## src/rtl/cpu_seq_ctrl.sv

```systemverilog
// rtl/cpu_seq_ctrl.sv - multi-cycle control sequencer for the 16-bit RISC core
module cpu_seq_ctrl #(
  parameter int MEM_TIMEOUT = 15,
  parameter int CNT_W       = 16
) (
  input  logic             clk,
  input  logic             rst,
  input  logic             run_in,
  input  logic [15:0]      ins_in,
  input  logic             zero_in,
  input  logic             neg_in,
  input  logic             mem_ack_in,
  output logic [1:0]       ps_out,
  output logic             ir_load_out,
  output logic             rf_we_out,
  output logic             mem_req_out,
  output logic             mem_we_out,
  output logic             addr_sel_out,
  output logic             halted_out,
  output logic             bus_err_out,
  output logic             illegal_out,
  output logic [2:0]       state_out,
  output logic [CNT_W-1:0] instret_out
);

  typedef enum logic [2:0] {
    S_IDLE   = 3'd0,
    S_FETCH  = 3'd1,
    S_DECODE = 3'd2,
    S_EXEC   = 3'd3,
    S_MEM    = 3'd4,
    S_HALT   = 3'd5,
    S_ERROR  = 3'd6
  } state_t;

  localparam logic [3:0] OP_NOP   = 4'h0;
  localparam logic [3:0] OP_ALU   = 4'h1;
  localparam logic [3:0] OP_LOAD  = 4'h2;
  localparam logic [3:0] OP_STORE = 4'h3;
  localparam logic [3:0] OP_BRZ   = 4'h4;
  localparam logic [3:0] OP_BRN   = 4'h5;
  localparam logic [3:0] OP_JMP   = 4'h6;
  localparam logic [3:0] OP_HALT  = 4'hF;

  // Timeout counter only needs to cover the 1..255 parameter range.
  localparam logic [7:0] TMO_LAST = 8'(MEM_TIMEOUT - 1);

  state_t           r_state;
  logic [7:0]       r_tmo;
  logic [CNT_W-1:0] r_instret;

  logic [3:0] w_op;
  logic       w_defined;
  logic       w_retire;
  logic       w_tmo_hit;
  logic       w_unused_ins;

  assign w_op         = ins_in[15:12];
  assign w_unused_ins = ^ins_in[11:0];
  assign w_defined    = (w_op <= OP_JMP) || (w_op == OP_HALT);
  assign w_tmo_hit    = (r_tmo == TMO_LAST) && !mem_ack_in;

  // Control outputs decoded from the current state and the live inputs.
  always_comb begin
    ps_out       = 2'b00;
    ir_load_out  = 1'b0;
    rf_we_out    = 1'b0;
    mem_req_out  = 1'b0;
    mem_we_out   = 1'b0;
    addr_sel_out = 1'b0;
    halted_out   = 1'b0;
    bus_err_out  = 1'b0;
    illegal_out  = 1'b0;
    case (r_state)
      S_FETCH: begin
        mem_req_out = 1'b1;
        ir_load_out = mem_ack_in;
      end
      S_DECODE: illegal_out = !w_defined;
      S_EXEC: begin
        case (w_op)
          OP_ALU: begin
            rf_we_out = 1'b1;
            ps_out    = 2'b01;
          end
          OP_LOAD, OP_STORE, OP_HALT: ps_out = 2'b00;
          OP_BRZ: ps_out = zero_in ? 2'b10 : 2'b01;
          OP_BRN: ps_out = neg_in ? 2'b10 : 2'b01;
          OP_JMP: ps_out = 2'b11;
          default: ps_out = 2'b01;  // NOP and undefined opcodes just advance
        endcase
      end
      S_MEM: begin
        mem_req_out  = 1'b1;
        addr_sel_out = 1'b1;
        mem_we_out   = (w_op == OP_STORE);
        if (mem_ack_in) begin
          ps_out    = 2'b01;
          rf_we_out = (w_op == OP_LOAD);
        end
      end
      S_HALT: halted_out = 1'b1;
      S_ERROR: begin
        halted_out  = 1'b1;
        bus_err_out = 1'b1;
      end
      default: ;
    endcase
  end

  // An instruction retires when the PC moves or when HALT is executed.
  assign w_retire = (ps_out != 2'b00) || ((r_state == S_EXEC) && (w_op == OP_HALT));

  assign state_out   = r_state;
  assign instret_out = r_instret;

  // Sequencer state, bus timeout counter and retired-instruction counter.
  always_ff @(posedge clk or posedge rst) begin
    if (rst) begin
      r_state   <= S_IDLE;
      r_tmo     <= 8'd0;
      r_instret <= '0;
    end else begin
      if (w_retire) r_instret <= r_instret + 1'b1;

      // Counter runs only while a bus request is waiting; any ack or any
      // other state leaves it at zero so every FETCH/MEM entry starts fresh.
      if (((r_state == S_FETCH) || (r_state == S_MEM)) && !mem_ack_in)
        r_tmo <= r_tmo + 8'd1;
      else
        r_tmo <= 8'd0;

      case (r_state)
        S_IDLE:   if (run_in) r_state <= S_FETCH;
        S_FETCH: begin
          if (mem_ack_in)     r_state <= S_DECODE;
          else if (w_tmo_hit) r_state <= S_ERROR;
        end
        S_DECODE: r_state <= S_EXEC;
        S_EXEC: begin
          if (w_op == OP_HALT)                           r_state <= S_HALT;
          else if ((w_op == OP_LOAD) || (w_op == OP_STORE)) r_state <= S_MEM;
          else                                           r_state <= run_in ? S_FETCH : S_IDLE;
        end
        S_MEM: begin
          if (mem_ack_in)     r_state <= run_in ? S_FETCH : S_IDLE;
          else if (w_tmo_hit) r_state <= S_ERROR;
        end
        S_HALT:   r_state <= S_HALT;
        S_ERROR:  r_state <= S_ERROR;
        default:  r_state <= S_IDLE;
      endcase
    end
  end

endmodule

```

## config.mk

```make
export PLATFORM = sky130hd
export DESIGN_NAME = cpu_seq_ctrl
export DESIGN_NICKNAME = d
export VERILOG_FILES = /design/src/rtl/cpu_seq_ctrl.sv
export SDC_FILE = /design/constraint.sdc
export NUM_CORES = 1
export LEC_CHECK = 0
export CORE_UTILIZATION = 46
export CTS_CLUSTER_SIZE = 8
export DETAILED_ROUTE_END_ITERATION = 7
export HOLD_SLACK_MARGIN = 0.12
export PLACE_DENSITY = 0.8
export SLEW_MARGIN = 30
export SYNTH_ARGS = -nofsm -noshare
export SYNTH_HDL_FRONTEND = slang
export SYNTH_SLANG_ARGS = --single-unit
```

## constraint.sdc

```tcl
create_clock -name clk -period 1.75 [get_ports clk]
set_clock_uncertainty 0.1 [all_clocks]
set_input_delay 0.175 -clock clk [delete_from_list [all_inputs] [get_ports clk]]
set_output_delay 0.175 -clock clk [all_outputs]
set_load 0.01 [all_outputs]
```

=== After elaboration in Yosys (flattened, before gate mapping) ===
Index checks and enable logic that the tools add are counted.

* Flip-flop bits (word level): 27
* Output and inout bits: 29
* Word-level logic and storage cells: 59

* Add/subtract/negate cells: 2
* Magnitude comparators: 1
* Equality and inequality tests: 15
* Muxes and demuxes: 24
* Reduce and logical (&&, ||, !) cells: 14

{| class="wikitable"
|+ Operators by type and width
! kind !! count
|-
| 3-bit one-hot mux with 7 select lines || 1
|-
| 3-bit 2-to-1 mux || 6
|-
| 16-bit by 1-bit adder with 16-bit output (second input constant) || 1
|-
| 4-bit by 3-bit equality test with 1-bit output (second input constant) || 3
|-
| 1-bit 2-to-1 mux || 11
|-
| 3-bit equality test (second input constant) || 3
|-
| 8-bit by 1-bit adder with 8-bit output (second input constant) || 1
|-
| 4-bit by 2-bit equality test with 1-bit output (second input constant) || 2
|-
| 8-bit by 4-bit equality test with 1-bit output (second input constant) || 1
|-
| 8-bit 2-to-1 mux || 1
|-
| 2-bit one-hot mux with 4 select lines || 1
|-
| 3-bit by 2-bit equality test with 1-bit output (second input constant) || 2
|-
| 4-bit by 1-bit equality test with 1-bit output (second input constant) || 1
|-
| 4-bit equality test (second input constant) || 1
|-
| 4-bit by 3-bit <= comparator with 1-bit output (second input constant) || 1
|-
| 1-bit logical OR || 4
|-
| 2-bit 2-to-1 mux || 2
|-
| 2-bit one-hot mux with 2 select lines || 1
|-
| 2-bit OR reduction || 2
|-
| 3-bit by 1-bit equality test with 1-bit output (second input constant) || 1
|-
| 1-bit logical AND || 3
|-
| 3-bit logical NOT || 1
|-
| 3-bit OR reduction || 1
|-
| 1-bit logical NOT || 2
|-
| 3 further kinds || 3
|}

=== Depth between registers and ports, before layout ===
* Depth in word-level cells: 6
* Depth in mapped cells: 5

=== Least setup slack after synthesis ===
Ideal clock, no wire load.

* Path type: register to output
* From: register r_state[0], in the netlist state_out[0]
* To: output port ps_out[1]
* Arrival: 1.348 ns
* Path slack: 0.127 ns
* Cell stages (with the launch flop): 4
* Cells stage by stage: dfrtp_1 -> buf_4 -> nand3b_1 -> a2111oi_0

* Cells in the longest elaborated chain, start to end: 2
* Elaborated cells on any way between the ends: 3
* Classes of those cells: eq/ne: 2; mux: 1

{| class="wikitable"
|+ RTL lines
! element !! RTL line !! RTL
|-
| start, declared || 48 || <nowiki>state_t r_state;</nowiki>
|-
| start signal, assigned || 143 || <nowiki>else r_state <= run_in ? S_FETCH : S_IDLE;</nowiki>
|-
| start signal, assigned || 146 || <nowiki>if (mem_ack_in) r_state <= run_in ? S_FETCH : S_IDLE;</nowiki>
|-
| 3-bit equality test / 3-bit by 2-bit equality test with 1-bit output (equally long branches) || 74 || <nowiki>case (r_state)</nowiki>
|-
| 2-bit one-hot mux with 2 select lines * || 74 ||
|-
| end, declared || 13 || <nowiki>output logic [1:0] ps_out,</nowiki>
|}

Every way passes the cells marked *; elsewhere a longest branch is shown, timed or not.

=== Final worst setup path ===
* From: register r_state[2], in the netlist state_out[2]
* To: output port rf_we_out

* Cells in the longest elaborated chain, start to end: 2
* Elaborated cells on any way between the ends: 3
* Classes of those cells: eq/ne: 2; mux: 1

{| class="wikitable"
|+ RTL lines
! element !! RTL line !! RTL
|-
| 3-bit equality test / 3-bit by 2-bit equality test with 1-bit output (equally long branches) || 74 ||
|-
| 1-bit one-hot mux with 2 select lines * || 74 ||
|-
| end, declared || 15 || <nowiki>output logic rf_we_out,</nowiki>
|}

Marks and branches as above.

==> summary.md <==
| Metric | Value |
|---|---|
| Crit-path leading delay family | simple AND/OR/NAND/NOR gates |
| Critical Path Source Type | register |
| Compound-cell area share of the yosys netlist | 0.101 |
| Pin count of the biggest net entering global routing | 28 |
| Initial core utilization | 0.502 |
| Switching pwr | about 0.9 mW |
| Tcrit/Tclk final | 1.07 |
| Setup WS pre-CTS | -0.418 ns |
| Final estimated routing congestion in global placement | ~0.85 |
| Initial antenna violation count | 0 |
| Design area | ~2400 um^2 |
| Initial DRC Count | a little under 80 |
| Root cell of the clock tree | clkbuf_4 |
| First-pass GRT wire length | around 6600 um |
| Die Y | 60.6 um |
| R2R Setup Slk | -0.11 ns |
| P per Cell Area | 1010 nW/um^2 |
| # Max-Cap Violations | 0 |
| CTS Buffer Depth | 2 |
| Filler cells | roughly 210 |
| Slew @ Worst Pin | between 0.3 and 0.4 ns |
| Sw Ratio | 0.376 |
| Post-Synth Simple-Gate Area | 0.279 |
| RSZ-0062 raised after global routing | yes |
| WP buf/inv | 2 |
| CP max stage delay | 0.43 ns |
| Tightest hold margin | roughly 0.38 ns |
| Synth Instances | ~160 |
| Dpl hpwl | 3010 um |
| Slew Limit Fails | 0 |
| Placed cell areas | ~2200 um^2 |
| Core box area | roughly 3200 um^2 |
| FF-to-FF path depth | 7 |
| ANT cells | 0 |
| Clock tree sinks | 27 |
| Logic gate share of total power | 0.548 |
| Hold Path Class | reg2reg |
| Syn-to-layout area delta | 54.0% |
| IO buf count | 38 |
| Crit Path Max Fanout | 4 |
| Crit path depth | 6 |
| # rows | 20 |
| Post-synth ARST share | 1.00 |
| Hold Fails Final Rpt | 0 |
| Sequential fraction of the synthesis area | 0.427 |
| Mean post-synth cell area | 9.82 um^2 |
| Post-synthesis mux area share | 0.00712 |
| Worst Path Required | ~1.5 ns |
| Worst Slack Setup Final | -0.120 ns |
| H-tree levels | 1 |
| CP startpoint | state_out[2]$_DFFE_PP0P_ |
| Post-route DRC | 0 |
| Total gr overflow | 0 |
| Final setup fails | 7 |
| Area share of fa/ha/maj cells after synthesis | 0.0237 |
| Clock slew at reported path FFs | 0.14 ns |
| Total power | between 2 and 2.5 mW |
| Minimum clock period | about 1.9 ns |
| Final #Nets | approximately 260 |
| Status | complete, but fails checks |
| WL final | 4730 um |
| Peak Freq | about 530 MHz |
| DR vias/cell | approximately 5.7 |
| Slew HR | 0.771 |
| Worst EP arrival | between 1.5 and 2 ns |
| Wire per inst | 17.1 um |
| Pleak | between 1 and 1.5 nW |
| DRT Pass-1 Iters | 4 |
| Vias in the first global route | between 1,000 and 1,500 |
| Post-Synth XOR/XNOR Area | 0.122 |
| Synth warnings | 0 |
| Clk pwr share | 0.110 |
| Endpoint class of the critical path | output port |
| ANT nets after route | 0 |
| R2r startpoint | state_out[0]$_DFFE_PP0P_ |
| Failing checks | negative setup slack |
| CP cell instances | nand3b_1 -> buf_6 -> nor3_4 -> a31oi_1 -> nor3_1 -> buf_2 |
| Number of synthesized flops with an enable pin | 0 |
| Routed via count | approximately 1,600 |
| Cts bufs inserted | 3 |
| Setup CP Type | reg2out |
| Overall routing resource usage | 0.248 |
| CP max stage cell | dfrtp_1 |
| Layout cells sized above 1 | 0.328 |
| Synth unique cells | 40 |
| CP endpoint | rf_we_out |
| IO Pins | 51 |
| Reg2reg end | instret_out[15]$_DFFE_PP0P_ |
| CTS tree | built |
| Die area | approximately 3700 um^2 |
| Die X | just over 60 um |
| Reg power frac | 0.342 |
| Syn Nets | about 190 |
| Syn Std Cell Area | about 1600 um^2 |
| Largest family of logic cells by synthesized area | simple AND/OR/NAND/NOR gates |
| Seq cells post-synth | 27 |
| Worst vdd ir | around 640 uV |
| Top FF cell, synth | dfrtp_1 |
| Internal power | approximately 1.5 mW |
| Worst-Skew Late Latency | around 0.33 ns |
[power by group through the flow]
stage / registers (mW) / logic (mW) / clock network (mW)
4_1_cts: 0.828 / 1.12 / 0.276
6_report: 0.839 / 1.34 / 0.270
2_1_floorplan: 0.867 / 0.464 / 0
3_3_place_gp: 0.834 / 0.984 / 0
5_1_grt: 0.848 / 1.43 / 0.308
3_5_place_dp: 0.847 / 1.02 / 0
[stage by stage]
stage / instances / utilization / setup TNS [ns]
after floorplan: 161 / - / 0
after global placement: 263 / 0.694 / -4.45
after detailed placement: 263 / 0.694 / -5.98
after CTS: 273 / 0.714 / -0.339
after global routing: 276 / 0.772 / -1.64
final: 276 / 0.772 / -0.447
[registers in the layout (all words and copies together) (netlist names)]
| name | cells |
|---|---|
| state_out | 3 |
| instret_out | 16 |
| r_tmo | 8 |
[layout make-up]
cell class	instances	area, um^2	share of cell area
Inverter	8	30.0	0.0123
Clock buffer	4	26.3	0.0108
Timing Repair Buffer	74	654	0.269
Tap cell	44	55.1	0.0226
Sequential cell	27	676	0.277
Multi-Input combinational cell	119	993	0.408
[layer usage]
metal / wire (um) / vias up / track usage
met5: 0 / - / 0
met4: 124 / 0 / 0.0844
met3: 140 / 15 / 0.0533
met2: 2570 / 38 / 0.447
met1: 1890 / 798 / 0.291
li1: - / 713 / -
[cells in the mapped netlist, drive strengths merged, types with 4 or more instances]
master | n | area, um^2
nand2 | 8 | 30.0
inv | 8 | 30.0
a21oi | 7 | 35.0
nand3 | 8 | 45.0
dfrtp | 27 | 676
clkbuf | 4 | 15.0
nand2b | 8 | 50.1
nor2 | 15 | 56.3
xnor2 | 9 | 78.8
nor3 | 10 | 50.1
xor2 | 13 | 114
nand4 | 7 | 43.8
nor4 | 5 | 65.1
[timing repair]
action                                 CTS  global route
gates resized for setup                 46            30
setup endpoints to repair               11            27
hold buffers                             1             0
buffers inserted                         5             4
cloned                                   0             1
endpoints found under the hold margin   27             0
pin swaps                                5             5
[placed cells by master, fill, tap and decap left out, drive strengths merged, types with 3 or more instances in the layout]
master / instances
ha: 3
clkdlybuf4s50: 24
o21ai: 3
buf: 44
xor2: 13
xnor2: 9
nand4: 7
dlymetal6s2s: 3
nand2b: 8
inv: 8
nor3: 10
a21oi: 7
nor2: 15
nand2: 8
nor4: 5
nand3: 8
clkbuf: 5
dfrtp: 27
[worst min-delay path by stage]
stage               slack (ns)                           to                   startpoint  cells past startpoint
global route              0.37     state_out[0]$_DFFE_PP0P_                       run_in                      3
floorplan                 0.13   instret_out[0]$_DFFE_PP0P_                          rst                      1
CTS                       0.38  instret_out[15]$_DFFE_PP0P_  instret_out[15]$_DFFE_PP0P_                      1
detailed placement        0.36  instret_out[15]$_DFFE_PP0P_  instret_out[15]$_DFFE_PP0P_                      1
global placement          0.36  instret_out[15]$_DFFE_PP0P_  instret_out[15]$_DFFE_PP0P_                      1
finish                    0.38  instret_out[15]$_DFFE_PP0P_  instret_out[15]$_DFFE_PP0P_                      1
[cell families after synthesis]
group                      Yosys count
and+or+nand+nor                     72
DFF                                 27
xor gates and xnor gates            22
AOI/OAI and AO/OA                   21
buffers and inverters               15
adders and majority gates            3
muxes                                1
Power figures use the tool's default switching activity.
